[src/rtl/id_ex_stage_reg_if.sv]
// ID/EX pipeline register bus.
// Carries the decoded instruction from ID, the forwarding select/result
// signals, and the registered EX-stage outputs with the bubble counters.
//   master : ID-side driver (decoder, hazard unit, forwarding paths)
//   slave  : the ID/EX register itself
interface id_ex_stage_reg_if;
    // ID-stage instruction fields
    logic        id_valid;
    logic [5:0]  id_ins_type;
    logic [4:0]  id_rs;
    logic [4:0]  id_rt;
    logic [4:0]  id_wb_dest;
    logic        id_wb_en;
    logic [31:0] id_rs_val;
    logic [31:0] id_rt_val;
    logic [31:0] id_imm;
    logic [31:0] id_pc;

    // Operand forwarding: 0 = register file, 1 = EX result, 2 = MEM result
    logic [1:0]  mux_new_rsv;
    logic [1:0]  mux_new_rtv;
    logic [31:0] ex_alu_result;
    logic [31:0] mem_result;

    // Registered EX-stage outputs
    logic        ex_valid;
    logic [5:0]  ex_ins_type;
    logic [4:0]  ex_rs;
    logic [4:0]  ex_rt;
    logic [4:0]  ex_wb_dest;
    logic        ex_wb_en;
    logic [31:0] ex_rs_val;
    logic [31:0] ex_rt_val;
    logic [31:0] ex_imm;
    logic [31:0] ex_pc;

    // Bubble statistics
    logic [15:0] bubble_cnt;
    logic [15:0] flush_cnt;

    modport master (
        output id_valid, id_ins_type, id_rs, id_rt, id_wb_dest, id_wb_en,
               id_rs_val, id_rt_val, id_imm, id_pc,
               mux_new_rsv, mux_new_rtv, ex_alu_result, mem_result,
        input  ex_valid, ex_ins_type, ex_rs, ex_rt, ex_wb_dest, ex_wb_en,
               ex_rs_val, ex_rt_val, ex_imm, ex_pc,
               bubble_cnt, flush_cnt
    );

    modport slave (
        input  id_valid, id_ins_type, id_rs, id_rt, id_wb_dest, id_wb_en,
               id_rs_val, id_rt_val, id_imm, id_pc,
               mux_new_rsv, mux_new_rtv, ex_alu_result, mem_result,
        output ex_valid, ex_ins_type, ex_rs, ex_rt, ex_wb_dest, ex_wb_en,
               ex_rs_val, ex_rt_val, ex_imm, ex_pc,
               bubble_cnt, flush_cnt
    );
endinterface

[src/rtl/id_ex_stage_reg.sv]
// ID/EX pipeline stage register.
// Latches the decoded ID instruction into EX with operand forwarding,
// injects NOP bubbles on stall/flush, and freezes entirely on hold.
// Edge priority: hold > flush > stall > load.
// Ports:
//   clk    : pipeline clock, rising edge
//   rst_n  : asynchronous active-low reset, clears everything to a bubble
//   stall  : load-use stall, inject bubble (counted in bubble_cnt)
//   flush  : taken branch/jump, inject bubble (counted in flush_cnt)
//   hold   : EX busy, freeze all state including counters
//   bus    : instruction/forwarding inputs and registered EX outputs
module id_ex_stage_reg (
    input  logic               clk,
    input  logic               rst_n,
    input  logic               stall,
    input  logic               flush,
    input  logic               hold,
    id_ex_stage_reg_if.slave   bus
);

    typedef enum logic [1:0] {
        REG_VALUE_RF  = 2'd0,
        REG_VALUE_ALU = 2'd1,
        REG_VALUE_MEM = 2'd2
    } reg_value_sel_e;

    logic        ex_valid;
    logic [5:0]  ex_ins_type;
    logic [4:0]  ex_rs;
    logic [4:0]  ex_rt;
    logic [4:0]  ex_wb_dest;
    logic        ex_wb_en;
    logic [31:0] ex_rs_val;
    logic [31:0] ex_rt_val;
    logic [31:0] ex_imm;
    logic [31:0] ex_pc;
    logic [15:0] bubble_cnt;
    logic [15:0] flush_cnt;

    logic        do_load;
    logic        do_bubble;
    logic        inc_bubble;
    logic        inc_flush;
    logic [31:0] rs_val_sel;
    logic [31:0] rt_val_sel;

    // Register $zero always reads as 0, whatever the forwarding select says;
    // the reserved select falls back to the register-file value.
    function automatic logic [31:0] pick_operand(
        input logic [4:0]  reg_num,
        input logic [1:0]  sel,
        input logic [31:0] rf_val,
        input logic [31:0] alu_val,
        input logic [31:0] mem_val
    );
        logic [31:0] val;
        case (reg_value_sel_e'(sel))
            REG_VALUE_ALU: val = alu_val;
            REG_VALUE_MEM: val = mem_val;
            default:       val = rf_val;
        endcase
        if (reg_num == 5'd0) begin
            val = '0;
        end
        return val;
    endfunction

    always_comb begin
        // An invalid ID slot loads as a bubble but is not counted.
        do_load    = !hold && !flush && !stall && bus.id_valid;
        do_bubble  = !hold && !do_load;
        inc_flush  = !hold && flush;
        inc_bubble = !hold && !flush && stall;
        rs_val_sel = pick_operand(bus.id_rs, bus.mux_new_rsv, bus.id_rs_val,
                                  bus.ex_alu_result, bus.mem_result);
        rt_val_sel = pick_operand(bus.id_rt, bus.mux_new_rtv, bus.id_rt_val,
                                  bus.ex_alu_result, bus.mem_result);
    end

    always_ff @(posedge clk or negedge rst_n) begin
        if (!rst_n) begin
            ex_valid    <= 1'b0;
            ex_ins_type <= '0;
            ex_rs       <= '0;
            ex_rt       <= '0;
            ex_wb_dest  <= '0;
            ex_wb_en    <= 1'b0;
            ex_rs_val   <= '0;
            ex_rt_val   <= '0;
            ex_imm      <= '0;
            ex_pc       <= '0;
        end else if (do_load) begin
            ex_valid    <= 1'b1;
            ex_ins_type <= bus.id_ins_type;
            ex_rs       <= bus.id_rs;
            ex_rt       <= bus.id_rt;
            ex_wb_dest  <= bus.id_wb_dest;
            ex_wb_en    <= bus.id_wb_en;
            ex_rs_val   <= rs_val_sel;
            ex_rt_val   <= rt_val_sel;
            ex_imm      <= bus.id_imm;
            ex_pc       <= bus.id_pc;
        end else if (do_bubble) begin
            ex_valid    <= 1'b0;
            ex_ins_type <= '0;
            ex_rs       <= '0;
            ex_rt       <= '0;
            ex_wb_dest  <= '0;
            ex_wb_en    <= 1'b0;
            ex_rs_val   <= '0;
            ex_rt_val   <= '0;
            ex_imm      <= '0;
            ex_pc       <= '0;
        end
    end

    // Saturating bubble counters.
    always_ff @(posedge clk or negedge rst_n) begin
        if (!rst_n) begin
            bubble_cnt <= '0;
            flush_cnt  <= '0;
        end else begin
            if (inc_bubble && (bubble_cnt != '1)) begin
                bubble_cnt <= bubble_cnt + 16'd1;
            end
            if (inc_flush && (flush_cnt != '1)) begin
                flush_cnt <= flush_cnt + 16'd1;
            end
        end
    end

    assign bus.ex_valid    = ex_valid;
    assign bus.ex_ins_type = ex_ins_type;
    assign bus.ex_rs       = ex_rs;
    assign bus.ex_rt       = ex_rt;
    assign bus.ex_wb_dest  = ex_wb_dest;
    assign bus.ex_wb_en    = ex_wb_en;
    assign bus.ex_rs_val   = ex_rs_val;
    assign bus.ex_rt_val   = ex_rt_val;
    assign bus.ex_imm      = ex_imm;
    assign bus.ex_pc       = ex_pc;
    assign bus.bubble_cnt  = bubble_cnt;
    assign bus.flush_cnt   = flush_cnt;

endmodule

[src/flat_wrapper.sv]
// flat-port wrapper written by rule: the top's interface ports become plain ports
module id_ex_stage_reg_flat 
  (clk, rst_n, stall, flush, hold, bus_id_valid, bus_id_ins_type, bus_id_rs, bus_id_rt, bus_id_wb_dest, bus_id_wb_en, bus_id_rs_val, bus_id_rt_val, bus_id_imm, bus_id_pc, bus_mux_new_rsv, bus_mux_new_rtv, bus_ex_alu_result, bus_mem_result, bus_ex_valid, bus_ex_ins_type, bus_ex_rs, bus_ex_rt, bus_ex_wb_dest, bus_ex_wb_en, bus_ex_rs_val, bus_ex_rt_val, bus_ex_imm, bus_ex_pc, bus_bubble_cnt, bus_flush_cnt);
  id_ex_stage_reg_if bus_i ();
  input  logic clk;
  input  logic rst_n;
  input  logic stall;
  input  logic flush;
  input  logic hold;
  input wire logic [$bits(bus_i.id_valid)-1:0] bus_id_valid;
  input wire logic [$bits(bus_i.id_ins_type)-1:0] bus_id_ins_type;
  input wire logic [$bits(bus_i.id_rs)-1:0] bus_id_rs;
  input wire logic [$bits(bus_i.id_rt)-1:0] bus_id_rt;
  input wire logic [$bits(bus_i.id_wb_dest)-1:0] bus_id_wb_dest;
  input wire logic [$bits(bus_i.id_wb_en)-1:0] bus_id_wb_en;
  input wire logic [$bits(bus_i.id_rs_val)-1:0] bus_id_rs_val;
  input wire logic [$bits(bus_i.id_rt_val)-1:0] bus_id_rt_val;
  input wire logic [$bits(bus_i.id_imm)-1:0] bus_id_imm;
  input wire logic [$bits(bus_i.id_pc)-1:0] bus_id_pc;
  input wire logic [$bits(bus_i.mux_new_rsv)-1:0] bus_mux_new_rsv;
  input wire logic [$bits(bus_i.mux_new_rtv)-1:0] bus_mux_new_rtv;
  input wire logic [$bits(bus_i.ex_alu_result)-1:0] bus_ex_alu_result;
  input wire logic [$bits(bus_i.mem_result)-1:0] bus_mem_result;
  output wire logic [$bits(bus_i.ex_valid)-1:0] bus_ex_valid;
  output wire logic [$bits(bus_i.ex_ins_type)-1:0] bus_ex_ins_type;
  output wire logic [$bits(bus_i.ex_rs)-1:0] bus_ex_rs;
  output wire logic [$bits(bus_i.ex_rt)-1:0] bus_ex_rt;
  output wire logic [$bits(bus_i.ex_wb_dest)-1:0] bus_ex_wb_dest;
  output wire logic [$bits(bus_i.ex_wb_en)-1:0] bus_ex_wb_en;
  output wire logic [$bits(bus_i.ex_rs_val)-1:0] bus_ex_rs_val;
  output wire logic [$bits(bus_i.ex_rt_val)-1:0] bus_ex_rt_val;
  output wire logic [$bits(bus_i.ex_imm)-1:0] bus_ex_imm;
  output wire logic [$bits(bus_i.ex_pc)-1:0] bus_ex_pc;
  output wire logic [$bits(bus_i.bubble_cnt)-1:0] bus_bubble_cnt;
  output wire logic [$bits(bus_i.flush_cnt)-1:0] bus_flush_cnt;
  assign bus_i.id_valid = bus_id_valid;
  assign bus_i.id_ins_type = bus_id_ins_type;
  assign bus_i.id_rs = bus_id_rs;
  assign bus_i.id_rt = bus_id_rt;
  assign bus_i.id_wb_dest = bus_id_wb_dest;
  assign bus_i.id_wb_en = bus_id_wb_en;
  assign bus_i.id_rs_val = bus_id_rs_val;
  assign bus_i.id_rt_val = bus_id_rt_val;
  assign bus_i.id_imm = bus_id_imm;
  assign bus_i.id_pc = bus_id_pc;
  assign bus_i.mux_new_rsv = bus_mux_new_rsv;
  assign bus_i.mux_new_rtv = bus_mux_new_rtv;
  assign bus_i.ex_alu_result = bus_ex_alu_result;
  assign bus_i.mem_result = bus_mem_result;
  assign bus_ex_valid = bus_i.ex_valid;
  assign bus_ex_ins_type = bus_i.ex_ins_type;
  assign bus_ex_rs = bus_i.ex_rs;
  assign bus_ex_rt = bus_i.ex_rt;
  assign bus_ex_wb_dest = bus_i.ex_wb_dest;
  assign bus_ex_wb_en = bus_i.ex_wb_en;
  assign bus_ex_rs_val = bus_i.ex_rs_val;
  assign bus_ex_rt_val = bus_i.ex_rt_val;
  assign bus_ex_imm = bus_i.ex_imm;
  assign bus_ex_pc = bus_i.ex_pc;
  assign bus_bubble_cnt = bus_i.bubble_cnt;
  assign bus_flush_cnt = bus_i.flush_cnt;
  id_ex_stage_reg u_core (.clk(clk), .rst_n(rst_n), .stall(stall), .flush(flush), .hold(hold), .bus(bus_i));
endmodule
[config.mk]
export PLATFORM = sky130hd
export DESIGN_NAME = id_ex_stage_reg_flat
export DESIGN_NICKNAME = d
export VERILOG_FILES = /design/src/rtl/id_ex_stage_reg_if.sv /design/src/rtl/id_ex_stage_reg.sv /design/src/flat_wrapper.sv
export SDC_FILE = /design/constraint.sdc
export NUM_CORES = 1
export LEC_CHECK = 0
export CORE_MARGIN = 5
export CORE_UTILIZATION = 23
export DETAILED_ROUTE_END_ITERATION = 6
export MAX_ROUTING_LAYER = met4
export PLACE_DENSITY_LB_ADDON = 0.25
export REMOVE_ABC_BUFFERS = 1
export SYNTH_ARGS = -nofsm -noshare
export SYNTH_HDL_FRONTEND = slang
export SYNTH_SLANG_ARGS = --single-unit
[constraint.sdc]
create_clock -name clk -period 4.74 [get_ports clk]
set_clock_uncertainty 0.15 [all_clocks]
set_input_delay 1.185 -clock clk [delete_from_list [all_inputs] [get_ports clk]]
set_output_delay 1.185 -clock clk [all_outputs]
set_load 0.05 [all_outputs]
Word level (Yosys, flattened, before mapping)
Index checks and enable logic that the tools add are counted.
{ "word_totals": {"ff_bits": 183, "in_bits": 224, "word_cells": 53} }
{ "classes": {"add_sub_neg": 2, "n_eq_ne": 6, "mux": 18, "reduce_logical": 15} }
{ "op_table": {"columns": ["cell", "count"], "rows": [
  ["32-bit two-way mux", 7],
  ["32-bit one-hot mux with 2 select lines", 2],
  ["16-bit by 1-bit adder with 16-bit output, second input constant", 2],
  ["16-bit inequality test, second input constant", 2],
  ["5-bit two-way mux", 4],
  ["6-bit two-way mux", 2],
  ["5-bit logical NOT", 2],
  ["1-bit logical AND", 8],
  ["2-bit by 1-bit equality test with 1-bit output, second input constant", 2],
  ["2-bit equality test, second input constant", 2],
  ["1-bit logical NOT", 4],
  ["1-bit two-way mux", 3],
  ["2-bit nonzero test", 1]
]} }

Longest topological paths before layout
{ "logic_depth": {"word_depth": 8, "mapped_depth": 7, "ltp_nobuf": 6} }

Worst setup path after synthesis
Ideal clock, no wire load.
{ "synth_path": {"kind": "input to register", "start": "in hold", "end": "reg u_core.bubble_cnt[14], in the netlist u_core.bus.bubble_cnt[14]", "arrival_ps": 2432, "setup_slack_ps": 2016, "cell_stages": 6, "n_path_buf": 1, "path_cell_list": "buf_6 > or3b_1 > or2_4 > a31oi_1 > nand4_1 > xnor2_1"} }
{ "synth_between": {"elab_chain_cells": 4} }
{ "synth_lines": {"columns": ["element", "line", "rtl"], "rows": [
  ["start: declaration", "flat_wrapper.sv:9", "input logic hold;"],
  ["1-bit logical NOT", "id_ex_stage_reg.sv:73", "inc_bubble = !hold && !flush && stall;"],
  ["1-bit logical AND (2 in series)", "id_ex_stage_reg.sv:73", null],
  ["1-bit logical AND", "id_ex_stage_reg.sv:123", "if (inc_bubble && (bubble_cnt != '1)) begin"],
  ["end signal: assignment", "id_ex_stage_reg.sv:124", "bubble_cnt <= bubble_cnt + 16'd1;"],
  ["end: declaration", "id_ex_stage_reg.sv:37", "logic [15:0] bubble_cnt;"]
]} }
Every way passes these cells.
A chain may end at the register's enable or synchronous reset.

Worst setup path in the final report
{ "layout_path": {"start": "reg u_core.flush_cnt[8], in the netlist u_core.bus.flush_cnt[8]", "end": "out bus_flush_cnt[8]"} }
{ "layout_rtl": {"columns": ["element", "line", "rtl"], "rows": [
  ["start: declaration", "id_ex_stage_reg.sv:38", "logic [15:0] flush_cnt;"],
  ["start signal: assignment", "id_ex_stage_reg.sv:127", "flush_cnt <= flush_cnt + 16'd1;"],
  ["end: declaration", "flat_wrapper.sv:35", "output wire logic [$bits(bus_i.flush_cnt)-1:0] bus_flush_cnt;"]
]} }
No word-level cell between the ends.

==> qor.yml <==
worst_setup_path:
  critPathSlowestCell: "clkdlybuf4s50_1"
  cp_cell_sequence: "clkdlybuf4s50_1"
  cp-start-kind: "flop"
  max_stage_delay_ns: 0.86
  worst_path_dominant_cell_family: "buffers and inverters"
  crit_type: "reg2out"
  cp-end-kind: "primary output"
  cp.required_ns: 3.40
  critPathArrivalTime_ns: 1.80
  crit_buf_inv: 1
  path_max_fanout: 7
clock_tree:
  cts_buffers: 17
  clk_latency_ns: 0.44
  root_buffer: "clkbuf_16"
  hold_buffers: 0
  max-clock-path-buffers: 2
  cts_resized: 0
  cts_tree: "built"
  clk_pin_slew_worst_paths_ns: 0.07
  htreeDepth: 4
  postCtsSetupBuffers: 0
  cts.sinks: 183
grt:
  grt_pass1_wl_um: 47020
  grt_antenna_before_repair: 0
  grt_usage_pct: 16.14
  grt_remaining_overflow: 0
  first_global_vias: 7774
  grt_max_degree: 113
run_status:
  status: "finished clean"
yosys:
  synth_edf_count: 0
  syn_avg_cell_area_um2: 10.38
  syn-cell-area_um2: 7973
  synth.distinct_cells: 38
  ys_seq_area_share_pct: 57.44
  yosysWarnings: 0
  ys.flop_type: "dfrtp_1"
  synthesis.instances: 768
  yosys_register_bits: 183
  synthArstFlopShare_pct: 100.0
finish:
  drive_gt1_share_pct: 4.750
  final_util_pct: 38.10
  multi_input_area_um2: 3162
  fin_cells: 1613
  ff_latch_area_um2: 4579
  nFillCells: 3398
  diodes: 0
  area_growth_pct: 64.25
  final_cell_mix: "clkdlybuf4s50_1 (404), dfrtp_1 (183), a22o_1 (86)"
  nNetsFinal: 1375
  layout_commonest_cell: "clkdlybuf4s50_1"
floorplan:
  core_um2: 34370
  die_h_um: 196.2
  start_util_pct: 23.19
  dieWidth_um: 196.2
  ios: 407
  die_area_um2: 38490
  std_cell_rows: 68
placed_design:
  routabilityCongestion: 0.8310
  dpl.hpwl_um: 22730
  preCtsSetupSlack_ns: 1.172
  io_buffers: 406
  place_inst: 1581
sta:
  report.final.slew_viol_count: 0
  post-route-period-util_pct: 66.15
  tightest_slew_ns: 0.8834
  hold_slack_ns: 0.3275
  rsz0062_at_grt: "no"
  finalHoldViolations: 0
  slew_headroom_pct: 41.11
  setup_violations: 0
  max_freq_mhz: 318.9
  fin_crit_ns: 3.136
  worst_slack_ns: 1.604
drt:
  postRouteAntennaNets: 0
  drt-total-wl_um: 30840
  vias_per_cell: 4.684
  first_pass_iters: 4
  first_iter_violations: 350
  drc: 0
  wire_per_inst_um: 19.12
  dr_total_vias: 7555
power_and_ir_drop:
  p_leak_nw: 5.435
  ir_drop_mv: 0.2351
  power.density_nw_per_um2: 322.3
min_path:
  hold_class: "reg2reg"
job:
  cap_violations: 0
## metrics by stage
stage	power (W)	instance area (um2)	setup TNS, ns
2_1_floorplan	0.002281	7739	-223.79
3_5_place_dp	0.002827	12510	0
4_1_cts	0.004294	13100	0
6_report	0.004221	13100	0
5_1_grt	0.004424	13100	0
3_3_place_gp	0.002824	12510	0
## layout make-up
cell class / count / area share, %
Clock buffer: 17 / 3.249
Clock inverter: 15 / 1.185
Sequential cell: 183 / 34.97
Timing Repair Buffer: 417 / 31.96
Multi-Input combinational cell: 521 / 24.14
Tap cell: 455 / 4.347
Inverter: 5 / 0.1433
## synth_stat cells, drive strengths merged, types with 6 or more instances
cell type | count | area (um2)
a21oi | 64 | 320.3
clkbuf | 48 | 180.2
o21ai | 66 | 330.3
nand3 | 11 | 55.05
buf | 11 | 53.80
a22o | 86 | 753.2
xor2 | 13 | 113.9
nand2 | 77 | 289.0
ha | 6 | 75.07
nor2 | 80 | 300.3
nand4 | 11 | 68.82
a22oi | 64 | 480.5
dfrtp | 183 | 4579
xnor2 | 13 | 113.9
## layer usage
metal	track usage (%)	wire length, um	vias to the layer above
met3	6.217	3015	26
met4	4.655	514	0
met1	19.93	13080	3639
met5	-	0	-
met2	24.74	14230	343
li1	-	-	3547
## state kept, by name, summed over array words and instances (netlist names)
register / flops
u_core.bus.ex_pc: 32
u_core.bus.ex_wb_dest: 5
u_core.bus.ex_rt: 5
u_core.bus.ex_ins_type: 6
u_core.bus.ex_imm: 32
u_core.bus.bubble_cnt: 16
u_core.bus.ex_valid: 1
u_core.bus.ex_rt_val: 32
u_core.bus.flush_cnt: 16
u_core.bus.ex_rs: 5
u_core.bus.ex_rs_val: 32
u_core.bus.ex_wb_en: 1
## cells by family (layout without fill, tap and decap cells)
group,after synthesis,count (layout),synth area share [%]
adders and majority gates,6,6,0.9416
and+or+nand+nor,200,200,10.94
AOI/OAI and AO/OA,286,286,24.25
buffers and inverters,64,454,3.170
DFF,183,183,57.44
muxes,3,3,0.4080
xor gates and xnor gates,26,26,2.856
## path summary, 6_finish.rpt
kind / cells after the start / slack [ns] / end / from
max: 1 / 1.60 / bus_flush_cnt[8] / u_core.bus.flush_cnt[8]
min: 1 / 0.33 / u_core.bus.ex_valid / u_core.bus.ex_valid
max reg2reg: 5 / 2.48 / u_core.bus.flush_cnt[15] / u_core.bus.flush_cnt[8]
min reg2reg: 1 / 0.33 / u_core.bus.ex_valid / u_core.bus.ex_valid
max in group asynchronous: 2 / 2.86 / u_core.bus.ex_rt_val[25] / rst_n
min in group asynchronous: 1 / 0.60 / u_core.bus.ex_pc[12] / rst_n
## power by group
part / total, W / internal [W] / switching [W] / leakage (nW)
registers: 0.00175 / 0.00165 / 0.0000954 / 2.50
logic: 0.00104 / 0.000428 / 0.000612 / 2.65
clock network: 0.00144 / 0.000744 / 0.000691 / 0.277
total: 0.00422 / 0.00282 / 0.00140 / 5.43
Note: power is estimated with default switching activity, not from simulation.
